### src/rtl/branch_resolve_bht.sv
// ---------------------------------------------------------------------------
// branch_resolve_bht
//
// Branch resolution and dynamic prediction for a single-issue pipeline.
//   * EX side: selects signed/unsigned compare for the branch comparator,
//     decodes the actual taken/not-taken outcome from funct3 and the
//     comparator flags, detects a mispredict and supplies the redirect PC.
//   * Fetch side: a PC-indexed table of 2-bit saturating counters plus a
//     tagged BTB, read combinationally by fetch and trained by EX.
//
// Parameters
//   IDX_W     table index width; ENTRIES = 2**IDX_W, index = pc[IDX_W+1:2]
//   CNT_INIT  counter reset value (2'b01 = weakly not-taken)
//
// Ports
//   i_clk, i_rst_n   clock (rising edge), asynchronous active-low reset
//   i_f_pc           fetch PC used for the lookup
//   o_pred_taken     fetch should redirect to o_pred_target
//   o_pred_target    BTB target of the indexed entry (driven even when not taken)
//   i_ex_valid       EX holds a real instruction this cycle
//   i_ex_is_br       conditional branch (B-type)
//   i_ex_is_jmp      JAL/JALR
//   i_ex_funct3      B-type funct3
//   i_ex_pc          PC of the EX instruction
//   i_ex_target      computed target
//   i_ex_pred_tkn    prediction carried with the instruction
//   i_ex_pred_tgt    predicted target carried with the instruction
//   o_br_unsigned    comparator mode: 1 for BLTU/BGEU
//   i_br_less        comparator: rs1 < rs2
//   i_br_equal       comparator: rs1 == rs2
//   o_ex_taken       actual outcome of the EX instruction
//   o_redirect       mispredict: flush IF/ID and load o_redirect_pc
//   o_redirect_pc    correct next PC
//   o_mispred_cnt    running mispredict count (wraps)
//
// Qualifier semantics: i_ex_valid is a plain per-cycle qualifier with no
// back-pressure. When it is low the EX inputs are ignored for outcome,
// redirect and training; when it is high they are consumed on that cycle's
// rising edge. There is no ready; the unit always accepts.
// ---------------------------------------------------------------------------
module branch_resolve_bht #(
    parameter int         IDX_W    = 4,
    parameter logic [1:0] CNT_INIT = 2'b01
) (
    input  logic        i_clk,
    input  logic        i_rst_n,
    input  logic [31:0] i_f_pc,
    output logic        o_pred_taken,
    output logic [31:0] o_pred_target,
    input  logic        i_ex_valid,
    input  logic        i_ex_is_br,
    input  logic        i_ex_is_jmp,
    input  logic [2:0]  i_ex_funct3,
    input  logic [31:0] i_ex_pc,
    input  logic [31:0] i_ex_target,
    input  logic        i_ex_pred_tkn,
    input  logic [31:0] i_ex_pred_tgt,
    output logic        o_br_unsigned,
    input  logic        i_br_less,
    input  logic        i_br_equal,
    output logic        o_ex_taken,
    output logic        o_redirect,
    output logic [31:0] o_redirect_pc,
    output logic [31:0] o_mispred_cnt
);

    localparam int ENTRIES = 1 << IDX_W;
    localparam int TAG_W   = 32 - IDX_W - 2;

    // Table storage
    logic             btb_v   [ENTRIES];
    logic [TAG_W-1:0] btb_tag [ENTRIES];
    logic [31:0]      btb_tgt [ENTRIES];
    logic [1:0]       cnt     [ENTRIES];

    // Fetch lookup
    logic [IDX_W-1:0] f_idx;
    logic [TAG_W-1:0] f_tag;

    // EX decode / update
    logic [IDX_W-1:0] ex_idx;
    logic [TAG_W-1:0] ex_tag;
    logic             br_cond;
    logic             br_legal;
    logic             taken;
    logic             upd_en;
    logic             ex_hit;
    logic [1:0]       cnt_inc;
    logic [1:0]       cnt_dec;

    // Instruction fetch is word aligned, so the two low PC bits carry no
    // information for either the index or the tag.
    logic unused_f_pc_lsb;
    assign unused_f_pc_lsb = ^i_f_pc[1:0];

    // -----------------------------------------------------------------------
    // Fetch-side lookup: reads the registered table, so an update landing on
    // the same index this cycle is seen only from the next cycle on.
    // -----------------------------------------------------------------------
    assign f_idx         = i_f_pc[IDX_W+1:2];
    assign f_tag         = i_f_pc[31:IDX_W+2];
    assign o_pred_taken  = btb_v[f_idx] & (btb_tag[f_idx] == f_tag) & cnt[f_idx][1];
    assign o_pred_target = btb_tgt[f_idx];

    // -----------------------------------------------------------------------
    // EX-side resolution
    // -----------------------------------------------------------------------
    assign o_br_unsigned = i_ex_funct3[1];

    always_comb begin
        br_cond  = 1'b0;
        br_legal = 1'b1;
        unique case (i_ex_funct3)
            3'b000:  br_cond = i_br_equal;   // BEQ
            3'b001:  br_cond = ~i_br_equal;  // BNE
            3'b100:  br_cond = i_br_less;    // BLT
            3'b101:  br_cond = ~i_br_less;   // BGE
            3'b110:  br_cond = i_br_less;    // BLTU
            3'b111:  br_cond = ~i_br_less;   // BGEU
            default: br_legal = 1'b0;        // 010/011: never taken, never trained
        endcase
    end

    // A jump overrides the branch decode even if both flags are set.
    assign taken = i_ex_is_jmp | (i_ex_is_br & br_cond);

    assign o_ex_taken    = i_ex_valid & taken;
    assign o_redirect    = i_ex_valid & (i_ex_is_br | i_ex_is_jmp) &
                           ((taken != i_ex_pred_tkn) |
                            (taken & (i_ex_pred_tgt != i_ex_target)));
    assign o_redirect_pc = taken ? i_ex_target : (i_ex_pc + 32'd4);

    // -----------------------------------------------------------------------
    // Training
    // -----------------------------------------------------------------------
    assign ex_idx  = i_ex_pc[IDX_W+1:2];
    assign ex_tag  = i_ex_pc[31:IDX_W+2];
    assign upd_en  = i_ex_valid & (i_ex_is_jmp | (i_ex_is_br & br_legal));
    assign ex_hit  = btb_v[ex_idx] & (btb_tag[ex_idx] == ex_tag);
    assign cnt_inc = (cnt[ex_idx] == 2'b11) ? 2'b11 : (cnt[ex_idx] + 2'd1);
    assign cnt_dec = (cnt[ex_idx] == 2'b00) ? 2'b00 : (cnt[ex_idx] - 2'd1);

    always_ff @(posedge i_clk or negedge i_rst_n) begin
        if (!i_rst_n) begin
            for (int i = 0; i < ENTRIES; i++) begin
                btb_v[i]   <= 1'b0;
                btb_tag[i] <= '0;
                btb_tgt[i] <= '0;
                cnt[i]     <= CNT_INIT;
            end
        end else if (upd_en) begin
            if (i_ex_is_jmp) begin
                // Jumps are always taken: claim the entry at full strength.
                btb_v[ex_idx]   <= 1'b1;
                btb_tag[ex_idx] <= ex_tag;
                btb_tgt[ex_idx] <= i_ex_target;
                cnt[ex_idx]     <= 2'b11;
            end else if (taken) begin
                // A taken branch that misses the tag evicts the previous owner
                // and starts at weakly-taken rather than inheriting its count.
                btb_v[ex_idx]   <= 1'b1;
                btb_tag[ex_idx] <= ex_tag;
                btb_tgt[ex_idx] <= i_ex_target;
                cnt[ex_idx]     <= ex_hit ? cnt_inc : 2'b10;
            end else if (ex_hit) begin
                // Not-taken only weakens an entry this branch owns; another
                // branch's entry is left alone.
                cnt[ex_idx]     <= cnt_dec;
            end
        end
    end

    always_ff @(posedge i_clk or negedge i_rst_n) begin
        if (!i_rst_n) begin
            o_mispred_cnt <= '0;
        end else if (o_redirect) begin
            o_mispred_cnt <= o_mispred_cnt + 32'd1;
        end
    end

endmodule

### config.mk
export PLATFORM = sky130hd
export DESIGN_NAME = branch_resolve_bht
export DESIGN_NICKNAME = d
export VERILOG_FILES = /design/src/rtl/branch_resolve_bht.sv
export SDC_FILE = /design/constraint.sdc
export NUM_CORES = 2
export LEC_CHECK = 0
export ABC_CLOCK_PERIOD_IN_PS = 12900
export CORE_UTILIZATION = 55
export DETAILED_ROUTE_END_ITERATION = 16
export GPL_ROUTABILITY_DRIVEN = 0
export PLACE_DENSITY = 0.74
export SLEW_MARGIN = 20
export SYNTH_ARGS = -nofsm -noshare
export SYNTH_HDL_FRONTEND = slang
export SYNTH_SLANG_ARGS = --single-unit
### constraint.sdc
create_clock -name i_clk -period 12.9 [get_ports i_clk]
set_input_delay 2.58 -clock i_clk [delete_from_list [all_inputs] [get_ports i_clk]]
set_output_delay 2.58 -clock i_clk [all_outputs]
set_load 0.01 [all_outputs]
# Word-level counts from Yosys, hierarchy flattened
# Index checks and enable logic that the tools add are counted.
# totals
ff_bits	1008
n_memories	0
inputBits	139
rom_bits	0
latchBits	0
ram_bits	0
out_inout_bits	100
word_cells	160
# op_classes
bitwise	20
multipliers	0
reduce_logical	10
addsub	4
n_shift	0
n_div	0
order_cmp	3
n_eq_ne	10
muxes	48
# op_table
op	count
512-bit two-way mux	2
416-bit two-way mux	2
512-bit bitwise mux	1
416-bit bitwise mux	1
32-bit two-way mux	7
26-bit binary-select mux with 4-bit select	2
26-bit two-way mux	5
32-bit binary-select mux with 4-bit select	1
32-bit demux with 4-bit select	1
26-bit demux with 4-bit select	1
32-bit bitwise mux	2
26-bit == test	2
32-bit by 1-bit adder with 32-bit output (second input constant)	1
32-bit by 3-bit adder with 32-bit output (second input constant)	1
16-bit two-way mux	2
32-bit inequality test	1
32-bit bitwise OR	1
2-bit binary-select mux with 4-bit select	2
2-bit two-way mux	8
16-bit bitwise OR	1
3-bit == test (second input constant)	4
1-bit AND	10
5-bit greater-or-equal comparator (second input constant)	2
4-bit NOT with 5-bit output	2
other kinds (21)	33

# Longest topological paths before layout
# logic_depth
ltp_word	10
depth_mapped	14
mapped_depth_nobuf	9

# Worst setup path after synthesis
# No wires, ideal clock.
# synth_timing
path_kind	input-to-output
from	input i_f_pc[2]
to	output o_pred_taken
n_path_buf	3
t_required_ns	10.320
slack_ns	4.650
stages	8
t_arrival_ns	5.670
cell_sequence	clkbuf_1 > buf_1 > buf_1 > mux4_2 > mux4_2 > xnor2_1 > nand4_1 > nor4_1
# synth_between
elab_chain_cells	7
word_cells_on_any_way	13
cone_classes	eq/ne: 1; mux: 9; bitwise: 3
# synth_lines
item	line_no	rtl
start, declared	47	input logic [31:0] i_f_pc,
4-bit NOT with 5-bit output (not written as such) (*)	102	assign o_pred_taken = btb_v[f_idx] & (btb_tag[f_idx] == f_tag) & cnt[f_idx][1];
26-bit binary-select mux with 4-bit select	102	
26-bit two-way mux (not written as such) (2 in series)	102	
26-bit == test	102	
1-bit AND	102	
1-bit AND (*)	102	
end, declared	48	output logic o_pred_taken,
# Mark *: on every way between the ends. The rest lies on a longest branch, timed or not. The select of a mux whose other input is x is not followed.

# Final worst setup path
# Ends and elaborated chain as after synthesis.

==> impl_metrics.yaml <==
outcome:
  status: "completed"
sta:
  max_freq_mhz: 106
  final_hold_viol_count: 0
  postLayoutSetupSlackWorst_ns: 3.44
  finClkSkew_ns: 0.0205
  min_period_over_period_pct: 73.3
  rsz0062_at_grt: "no"
  worst_pin_slew_ns: 1.19
  setup_violations: 0
  slew_violations: 0
  relSlewSlack_pct: 20.8
  setup-tns-final_ns: 0
  min_period_ns: 9.46
critical_path:
  critPathLaunchType: "primary input"
  arrival_ns: 6.88
  worstSetupPathType: "primary input to primary output"
  cp-end-kind: "primary output"
  critPathMaxFanout: 49
  worstReg2RegStart: "btb_tag[274]"
  required_ns: 10.32
  rr_worst_depth: 9
  worst-path-stages: 9
  cpLargestDelayFamily: "buffers and inverters"
  cp_num_buf_inv: 3
  cpMaxStageDelayCell: "nor4_1"
  crit_start: "i_f_pc[2]"
  crit_path_max_incr_delay_ns: 0.87
  worstPathCellList: "buf_8, buf_4, mux4_2, mux4_2, xor2_1, nor4_1, nand4_1, nor4_1, clkdlybuf4s50_1"
worst_hold_path:
  whs_path_depth: 1
  holdCritStartpoint: "o_mispred_cnt[31]"
  hold_path_class: "register to register"
synthesis:
  synth_edf_count: 0
  syn_nets: 3610
  synth-warning-count: 0
  synth.most_common_cell: "dfrtp_1"
  post_synth_num_cell_types: 72
  synth-seq-area-share_pct: 49.0
  synthTopCellsByArea: "dfrtp_1 (48%), mux2_2 (21%), mux4_2 (15%), mux2i_1 (2.0%), clkbuf_1 (1.7%)"
  syn-cell-area_um2: 51500
  syn_area_per_cell_um2: 14.9
  synth_area_leader_cell: "dfrtp_1"
  synth_commonest_cells: "dfrtp_1 (992), mux2_2 (955), mux4_2 (346)"
  synth.top_cell.area_share_pct: 48.2
  async_flop_share_pct: 100
  synth_flop_cell: "dfrtp_1"
  ys_seq_elements: 1008
  synth_cells: 3466
grt:
  grt_pass1_wl_um: 227000
  grt_overflow: 0
  grt_max_degree: 192
  antenna_found_initial: 11
  grt_usage_pct: 32.5
  first_global_vias: 34600
cells_and_area:
  nets: 3648
  area_growth_pct: 12.8
  final_area_um2: 58100
  drive_above_1_share_pct: 44.6
floorplan:
  core-area_um2: 92200
  fp-row-count: 111
  die_area_um2: 94800
  fp.dieW_um: 308
  fp.dieH_um: 308
  initial_core_util_pct: 55.8
  io_pins: 239
power:
  p_leak_nw: 25.5
  seqPwrFrac_pct: 45.2
  pwr-share-comb_pct: 20.2
  power.share.clock_pct: 34.6
  total_power_mw: 9.19
  p_int_mw: 6.73
  p_per_area_nw_per_um2: 158
  switching_power_mw: 2.46
  irDropWorstVdd_v: 0.000114
  swShare_pct: 26.8
cts:
  cts_hold_buf: 0
  clock_path_buffers: 3
  post_cts_buffers: 0
  clk_pin_slew_ns: 0.06
  clockRootBuffer: "clkbuf_16"
  clk_latency_ns: 0.69
  clock-sinks: 1008
  ctsResizeCount: 0
  tritoncts.num_buffers: 107
  htreeDepth: 3
  tritoncts: "done"
route:
  drc_errors: 0
  vias: 32300
  routedWlPerCell_um: 31.0
  drt-total-wl_um: 150000
  firstDrtPassIters: 8
  ant_nets: 0
  vias_per_cell: 6.68
  drt_iter0_markers: 3587
place:
  place_ws_ns: 3.48
  dpl_cell_area_um2: 54300
  portBuffers: 236
  dp_hpwl_um: 91200
run:
  cap_violations: 0
==> per-stage QoR <==
step | hold slack [ns] | utilization [%] | instances
final | 0.482 | 63.0 | 4840
after global routing | 0.513 | 63.0 | 4840
after CTS | 0.488 | 62.9 | 4834
after detailed placement | 0.475 | 58.9 | 4637
after global placement | 0.462 | 58.9 | 4637
after floorplan | 0.449 | - | 3466
==> power groups by stage <==
stage               registers [mW]  clock network [mW]  logic, mW
floorplan                     4.06                   0       1.31
global placement              4.12                   0       1.78
detailed placement            4.20                   0       1.84
CTS                           4.15                3.21       1.85
global route                  4.23                3.34       1.97
finish                        4.15                3.18       1.86
==> cells by family after synthesis <==
| group | Yosys count | share of synthesized area, % |
|---|---|---|
| AO/OA/AOI/OAI | 170 | 2.30 |
| XOR/XNOR | 128 | 2.18 |
| adder cells (fa/ha/maj) | 5 | 0.122 |
| buffers and inverters | 401 | 3.42 |
| flip-flops | 1008 | 49.0 |
| multiplexers | 1437 | 39.7 |
| AND/OR/NAND/NOR | 317 | 3.28 |
==> worst paths after layout <==
| kind | to | slack [ns] |
|---|---|---|
| max in group asynchronous | btb_tgt[314] | 8.50 |
| min in group asynchronous | o_mispred_cnt[11] | 1.92 |
| min reg2reg | o_mispred_cnt[31] | 0.48 |
| min | o_mispred_cnt[31] | 0.48 |
| max reg2reg | cnt[15] | 9.00 |
| max | o_pred_taken | 3.44 |
==> placed cells by master (no fill, tap or decap), types with 10 or more instances in the layout <==
cell / Yosys / final
xnor2_1: 77 / 77
and3_4: 0 / 15
nor3_1: 24 / 23
clkbuf_8: 1 / 26
mux4_2: 346 / 346
o21ai_0: 45 / 45
clkdlybuf4s50_1: 0 / 229
nand2_1: 74 / 74
buf_4: 16 / 49
clkbuf_16: 0 / 109
nor4_1: 17 / 17
inv_1: 37 / 37
a22o_1: 10 / 10
nand3_1: 37 / 37
clkbuf_1: 237 / 23
nor2_1: 32 / 31
clkinv_2: 0 / 24
or2_2: 17 / 17
a21oi_1: 17 / 17
and3_1: 35 / 20
dfstp_2: 16 / 16
mux2i_1: 104 / 104
mux2_2: 955 / 955
a22oi_1: 26 / 26
mux4_1: 31 / 31
nand4_1: 45 / 45
dfrtp_1: 992 / 992
xor2_1: 51 / 51
==> per-layer routing <==
metal	vias up	GRT usage [%]	wire length [um]
met1	17300	44.7	60200
met2	1525	50.1	70000
met5	-	0.620	109
met3	374	7.08	13200
met4	6	13.6	6460
li1	13100	-	-
==> flip-flops by register name, indices dropped and copies added (netlist names) <==
name / count
cnt: 32
btb_tag: 416
btb_tgt: 512
o_mispred_cnt: 32
btb_v: 16
==> final cells by class <==
class / count / area (um2)
Inverter: 38 / 143
Multi-Input combinational cell: 2057 / 24600
Fill cell: 6658 / 34200
Timing Repair Buffer: 292 / 2890
Antenna cell: 5 / 12.5
Clock inverter: 39 / 479
Tap cell: 1243 / 1560
Clock buffer: 158 / 3170
Sequential cell: 1008 / 25200
Power figures use the tool's default switching activity.
